[config.mk]
export PLATFORM = sky130hd
export DESIGN_NAME = alu_operand_loader_flat
export DESIGN_NICKNAME = d
export VERILOG_FILES = /design/src/rtl/alu_operand_loader_if.sv /design/src/rtl/alu_operand_loader.sv /design/src/flat_wrapper.sv
export SDC_FILE = /design/constraint.sdc
export NUM_CORES = 1
export LEC_CHECK = 0
export BUFFER_PORTS_ARGS = -buffer_cell sky130_fd_sc_hd__buf_2
export CAP_MARGIN = 20
export CORE_ASPECT_RATIO = 0.8
export CORE_MARGIN = 2
export CORE_UTILIZATION = 30
export DETAILED_ROUTE_END_ITERATION = 7
export HOLD_SLACK_MARGIN = 0.05
export PLACE_DENSITY = 0.57
export REMOVE_ABC_BUFFERS = 1
export SLEW_MARGIN = 20
export SYNTH_ARGS = -nofsm -noshare
export SYNTH_HDL_FRONTEND = slang
export SYNTH_SLANG_ARGS = --single-unit
[constraint.sdc]
create_clock -name clk -period 1.8 [get_ports clk]
set_input_delay 0.36 -clock clk [delete_from_list [all_inputs] [get_ports clk]]
set_output_delay 0.36 -clock clk [all_outputs]
set_load 0.005 [all_outputs]
[src/rtl/alu_operand_loader_if.sv]
// alu_operand_loader_if: nibble stream in, ALU operand bundle out
interface alu_operand_loader_if;
    logic       in_valid;
    logic [3:0] in_data;
    logic       in_ready;
    logic       out_valid;
    logic       out_ready;
    logic [7:0] out_a;
    logic [7:0] out_b;
    logic [2:0] out_ctrl;
    logic [3:0] out_samt;
    modport master (
        output in_valid, in_data, out_ready,
        input  in_ready, out_valid, out_a, out_b, out_ctrl, out_samt
    );
    modport slave (
        input  in_valid, in_data, out_ready,
        output in_ready, out_valid, out_a, out_b, out_ctrl, out_samt
    );
endinterface

[src/rtl/alu_operand_loader.sv]
// alu_operand_loader: assembles six nibbles into an ALU operand bundle
module alu_operand_loader (
    input  logic                       clk,
    input  logic                       rst,
    input  logic                       abort,
    alu_operand_loader_if.slave        bus,
    output logic                       err,
    output logic [7:0]                 frame_cnt
);
    typedef enum logic [2:0] {S_A0, S_A1, S_B0, S_B1, S_OP, S_SH, S_ISSUE} state_t;
    state_t state, state_nx;
    logic       accept, bad_op, xfer;
    logic [7:0] a_q, b_q;
    logic [2:0] op_q;
    assign accept = bus.in_valid && bus.in_ready && !abort;
    assign bad_op = accept && state == S_OP && bus.in_data[3];
    assign xfer   = bus.out_valid && bus.out_ready;
    always_ff @(posedge clk)
        state <= rst ? S_A0 : state_nx;
    always_comb begin
        state_nx = (abort || bad_op || xfer) ? S_A0 :
                   accept ? state_t'(state + 3'd1) : state;
    end
    always_comb begin
        bus.in_ready  = state != S_ISSUE;
        bus.out_valid = state == S_ISSUE;
    end
    // Fields assemble in shadow registers so out_* keep the last bundle until the next SH
    always_ff @(posedge clk) begin
        if (rst) begin
            a_q           <= 8'h00;
            b_q           <= 8'h00;
            op_q          <= 3'd0;
            bus.out_a     <= 8'h00;
            bus.out_b     <= 8'h00;
            bus.out_ctrl  <= 3'd0;
            bus.out_samt  <= 4'd0;
            err           <= 1'b0;
            frame_cnt     <= 8'h00;
        end else begin
            err <= bad_op;
            if (xfer)
                frame_cnt <= frame_cnt + 8'd1;
            if (accept)
                case (state)
                    S_A0: a_q[3:0] <= bus.in_data;
                    S_A1: a_q[7:4] <= bus.in_data;
                    S_B0: b_q[3:0] <= bus.in_data;
                    S_B1: b_q[7:4] <= bus.in_data;
                    S_OP: op_q     <= bus.in_data[2:0];
                    S_SH: begin
                        bus.out_a    <= a_q;
                        bus.out_b    <= b_q;
                        bus.out_ctrl <= op_q;
                        bus.out_samt <= bus.in_data > 4'd8 ? 4'd8 : bus.in_data;
                    end
                    default: ;
                endcase
        end
    end
endmodule

[src/flat_wrapper.sv]
// flat-port wrapper written by rule: the top's interface ports become plain ports
module alu_operand_loader_flat 
  (clk, rst, abort, err, frame_cnt, bus_in_valid, bus_in_data, bus_out_ready, bus_in_ready, bus_out_valid, bus_out_a, bus_out_b, bus_out_ctrl, bus_out_samt);
  alu_operand_loader_if bus_i ();
  input  logic clk;
  input  logic rst;
  input  logic abort;
  output logic err;
  output logic [7:0] frame_cnt;
  input wire logic [$bits(bus_i.in_valid)-1:0] bus_in_valid;
  input wire logic [$bits(bus_i.in_data)-1:0] bus_in_data;
  input wire logic [$bits(bus_i.out_ready)-1:0] bus_out_ready;
  output wire logic [$bits(bus_i.in_ready)-1:0] bus_in_ready;
  output wire logic [$bits(bus_i.out_valid)-1:0] bus_out_valid;
  output wire logic [$bits(bus_i.out_a)-1:0] bus_out_a;
  output wire logic [$bits(bus_i.out_b)-1:0] bus_out_b;
  output wire logic [$bits(bus_i.out_ctrl)-1:0] bus_out_ctrl;
  output wire logic [$bits(bus_i.out_samt)-1:0] bus_out_samt;
  assign bus_i.in_valid = bus_in_valid;
  assign bus_i.in_data = bus_in_data;
  assign bus_i.out_ready = bus_out_ready;
  assign bus_in_ready = bus_i.in_ready;
  assign bus_out_valid = bus_i.out_valid;
  assign bus_out_a = bus_i.out_a;
  assign bus_out_b = bus_i.out_b;
  assign bus_out_ctrl = bus_i.out_ctrl;
  assign bus_out_samt = bus_i.out_samt;
  alu_operand_loader u_core (.clk(clk), .rst(rst), .abort(abort), .bus(bus_i), .err(err), .frame_cnt(frame_cnt));
endmodule
==> metrics.cfg, run 1 <==
[status]
outcome=completed

[floorplan]
initial_utilization_pct=30.6
die_w_um=101
dieHeight_um=81.3
core-area_um2=7320
ios=43
dieArea_um2=8180
rows=28

[worst_setup_path]
crit_arrival_ns=1.37
crit_fanout=14
crit_required_ns=1.44
r2r_cells=6
cp-start-kind=register
crit_type=register to primary output
cp-end-kind=primary output

[clock_network]
path_clk_slew_ns=0.09
cts_buffers=5
insertion_delay_ns=0.30
cts_root_buf=clkbuf_8
cts_sinks=54
cts_tree=built
cts_max_path_buffers=2
htree_levels=2

[sta]
holdWs_ns=0.347
worstMarginPinSlew_ns=0.458
fin_crit_sh_pct=96.3
drv_slew=0
hold_viol=0
slew-limit-headroom_pct=69.4
skew_ns=0.00375
setup_tns_ns=0
fin_ws_ns=0.0668
finalSetupViolations=0
period_minus_slack_ns=1.73
max_freq_mhz=577

[synthesis]
synth_cell_types=29
ys_seq_elements=54
synth_seq_area_share_pct=48.3
yosysTopAreaCell=dfxtp_1
synth_edf_count=0
yosys-top-cells-count=dfxtp_1 (54), a21oi_1 (38), nand3_1 (27), o21ai_0 (22), clkbuf_1 (17)
postSynthCellCount=254
synth.avg_cell_area_um2=8.82
synth_most_common_cell=dfxtp_1
synth_area_leaders=dfxtp_1 (48%), a21oi_1 (8.5%), nand3_1 (6.0%), mux2i_1 (5.4%), o21ai_0 (4.9%)
synth_area_um2=2240
yosys_warnings=0
yosysTopAreaCellShare_pct=48.3
synth_top_flop_cell=dfxtp_1
async_flop_share_pct=0

[layout]
final_cell_area_um2=2660
drive_gt1_share_pct=22.9
final-instance-count-excl-fill=382
diodes=0
layout.nets=307
finish.utilization_pct=36.4
syn_to_final_growth_pct=18.9

[routing]
vias=1927
dr.first_iter.drc_count=107
routed_wirelength_mm=5.19
drc_errors=0
postRouteAntennaNets=0
first_pass_iters=4
wl_per_cell_um=13.6
drt-vias-per-instance=5.04

[placed_design]
dpl-instance-area_um2=2560
dp_slack_ns=0.0547
dp_hpwl_mm=3.58
io_buffers=42
gp_congestion=0.804
dp_cells=373

[worst_hold_path]
hold_depth=3
hold_path.class=primary input to register

[grt]
antenna_found_initial=0
track_usage_pct=13.2
grt_pass1_wl_mm=8.68
grt_max_degree=28
grt_overflow=0
grt_pass1_vias=1799

[pwr]
p_per_area_nw_per_um2=734
leakage_nw=0.996
total_power_mw=1.95
peakVddDrop_mv=0.307

[flow_run]
cap_viol_max_count=0

## sequential cells by signal, summed over array words and instances (netlist names)
name / flops
u_core.a_q: 8
u_core.b_q: 8
u_core.bus.out_a: 8
u_core.bus.out_b: 8
u_core.bus.out_ctrl: 3
u_core.bus.out_samt: 4
u_core.err: 1
u_core.frame_cnt: 8
u_core.op_q: 3
u_core.state: 3
## where the power goes
| group | internal [mW] | total (mW) | switching [mW] |
|---|---|---|---|
| clock | 0.262 | 0.643 | 0.381 |
| combinational | 0.0353 | 0.105 | 0.0698 |
| sequential | 1.20 | 1.21 | 0.00502 |
## path summary, 6_finish.rpt
check                                     from                             endpoint  slack [ns]
setup / recovery  u_core.state[0]$_SDFFE_PP0P_                         bus_in_ready        0.07
hold / removal                   bus_out_ready     u_core.frame_cnt[1]$_SDFFE_PP0P_        0.35
setup reg to reg  u_core.state[0]$_SDFFE_PP0P_     u_core.frame_cnt[5]$_SDFFE_PP0P_        0.16
hold reg to reg    u_core.op_q[2]$_SDFFE_PP0P_  u_core.bus.out_ctrl[2]$_SDFFE_PP0P_        0.47
## cell type report
type	instances	area, um2
clock buffer	5	68.8
clock inverter	2	10.0
fill	766	4660
inverter	8	32.5
multi-input combinational	168	1040
sequential	54	1080
tap	90	113
timing repair buffer	55	320
## metal layers
metal | up-vias | GRT usage, % | wire length [um]
li1 | 982 | - | -
met1 | 902 | 16.6 | 2420
met2 | 36 | 22.6 | 2490
met3 | 7 | 2.93 | 238
met4 | 0 | 3.70 | 48
met5 | - | 0 | 0
## layout by cell type, fill, tap and decap left out, drive strengths merged, types with 2 or more instances in the layout
master	count
buf	55
inv	8
mux2i	12
clkbuf	5
clkinv	2
xor2	2
dfxtp	54
nand4	11
nor4bb	3
or4	2
o21ai	31
or3	3
nor2	16
nand3	27
nand2	3
o31ai	6
a21oi	38
ha	6
## cells by family (layout without fill, tap and decap cells)
family / count (synthesis) / count (layout) / synth area share [%]
DFF: 54 / 54 / 48.3
AOI/OAI and AO/OA: 77 / 77 / 18.2
xor gates and xnor gates: 2 / 2 / 0.782
and+or+nand+nor: 71 / 71 / 17.4
buffers and inverters: 32 / 70 / 6.59
adders and majority gates: 6 / 6 / 3.35
muxes: 12 / 12 / 5.36
## timing repair
item | CTS | global route
buffers inserted | 0 | 2
resized for setup | 1 | 1
setup endpoints to repair | 1 | 3
hold buffers | 0 | 0
## critical path, stage by stage (launching register included)
cell	delay [ns]
dfxtp_1	0.33
inv_1	0.09
ha_4	0.20
and2_4	0.18
inv_4	0.12
buf_2	0.14
Power figures use the tool's default switching activity.
==> run 2, diff against run 1 <==
CORE_ASPECT_RATIO = 0.6   (was 0.8)
CORE_UTILIZATION = 54   (was 30)
PLACE_DENSITY = 0.86   (was 0.57)
==> metrics.cfg, run 2 (synthesis results as in run 1) <==
[status]
outcome=completed

[sta]
finalSetupViolations=0
holdWs_ns=0.364
fin_ws_ns=0.0468
worstMarginPinSlew_ns=0.545
max_freq_mhz=570
drv_slew=0
period_minus_slack_ns=1.75
skew_ns=0.00539
rsz0062_at_grt=false
slew-limit-headroom_pct=63.6
fin_crit_sh_pct=97.4
hold_viol=0

[clock_network]
insertion_delay_ns=0.30
cts_root_buf=clkbuf_8
cts_tree=built
path_clk_slew_ns=0.10
cts_max_path_buffers=2
post_cts_buffers=0
cts_buffers=5
hold_buffers=0
cts_sinks=54
htree_levels=2
cts.repair.resized=3

[placed_design]
dp_cells=331
dp_slack_ns=-0.0268
io_buffers=42
dp_hpwl_mm=3.68
gp_congestion=0.941

[pwr]
peakVddDrop_mv=0.507
combPwrFrac_pct=4.9
p_per_area_nw_per_um2=810
power_switching_uw=471
switching_share_pct=22.2
p_seq_share_pct=56.9
power_frac_clock_pct=38.2
p_int_mw=1.65
total_power_mw=2.12
leakage_nw=0.992

[routing]
dr.first_iter.drc_count=208
first_pass_iters=4
wl_per_cell_um=15.5
drt-vias-per-instance=5.90
routed_wirelength_mm=5.27
drc_errors=0
vias=1999
postRouteAntennaNets=0

[worst_setup_path]
crit_required_ns=1.44
crit_type=register to primary output
cp-end-kind=primary output
r2r_cells=6
rrSetupSlack_ns=0.10
crit_arrival_ns=1.39
crit_fanout=14
cp-start-kind=register
rr_startpoint=u_core.state[0]$_SDFFE_PP0P_
reg2reg_to=u_core.frame_cnt[7]$_SDFFE_PP0P_

[grt]
gr-usage-met3_pct=5.06
grt.met1_usage_pct=33.5
grt_busiest_layer=met2
grt_pass1_vias=1823
grt_overflow=0
track_usage_pct=24.0
grt_pass1_wl_mm=8.65
grt_max_degree=28
antenna_found_initial=0
met2_usage_pct=38.7

[worst_hold_path]
min-delay-start=bus_out_ready
hold_depth=3
hold_path.class=primary input to register
min_to=u_core.frame_cnt[1]$_SDFFE_PP0P_

[layout]
final-instance-count-excl-fill=339
layout_common_cells=dfxtp_1 (53), buf_2 (42), a21oi_1 (38), nand3_1 (27), o21ai_0 (22)
drive_gt1_share_pct=22.8
syn_to_final_growth_pct=17.0
layout.nets=303
final_common_cell=dfxtp_1
diodes=0

[floorplan]
rows=18
ios=43
core-area_um2=4050
initial_utilization_pct=55.2
die_w_um=87.1
dieHeight_um=53.9
dieArea_um2=4700

[flow_run]
cap_viol_max_count=0

## run 2: changes by cell type in the layout (fill, tap and decap cells not counted), sizes merged
| cell | before | now |
|---|---|---|
| buf | 55 | 51 |
| bufinv | 0 | 1 |
| clkinv | 2 | 1 |
| inv | 8 | 9 |
## run 2: final cells by class
type | count | area [um2]
Inverter | 8 | 35.0
Sequential cell | 54 | 1080
Clock inverter | 3 | 43.8
Clock buffer | 5 | 68.8
Fill cell | 355 | 1430
Tap cell | 50 | 62.6
Multi-Input combinational cell | 168 | 1040
Timing Repair Buffer | 51 | 290
## run 2: critical path, cell delays in order, from the launching register on
cell and delay [ns]:
dfxtp_2 0.38, inv_2 0.07, ha_4 0.19, and2_4 0.20
inv_6 0.12, buf_2 0.13
## run 2: stage by stage
step                      util (%)  TNS (ns)  cell area, um2
after global routing          64.7         0            2620
after CTS                     64.6         0            2620
after detailed placement      61.5   -0.0268            2490
after floorplan                  -    -32.31            2120
final                         64.7         0            2620
after global placement        61.5         0            2490
## run 2: routing by layer
metal	routed length, um	vias up
li1	-	978
met1	2490	953
met2	2410	66
met3	352	2
met4	15	0
met5	0	-
## run 2: how the worst max path moves through the flow
stage,startpoint,endpoint,slack (ns),depth (start not counted)
after floorplan,u_core.state[0]$_SDFFE_PP0P_,u_core.bus.out_samt[0]$_SDFFE_PP0P_,-1.25,5
after global placement,u_core.state[0]$_SDFFE_PP0P_,u_core.frame_cnt[5]$_SDFFE_PP0P_,0.09,6
after detailed placement,u_core.state[0]$_SDFFE_PP0P_,u_core.frame_cnt[7]$_SDFFE_PP0P_,-0.03,6
after CTS,u_core.state[0]$_SDFFE_PP0P_,bus_in_ready,0.01,5
after global routing,u_core.state[0]$_SDFFE_PP0P_,u_core.frame_cnt[7]$_SDFFE_PP0P_,0.006,6
final,u_core.state[0]$_SDFFE_PP0P_,bus_in_ready,0.05,5
## run 2: power groups by stage
stage / Combinational [mW] / Sequential, mW / Clock, mW
floorplan: 0.0393 / 1.23 / 0
global placement: 0.0988 / 1.23 / 0
detailed placement: 0.101 / 1.23 / 0
CTS: 0.102 / 1.21 / 0.830
global route: 0.114 / 1.21 / 0.878
finish: 0.105 / 1.21 / 0.810
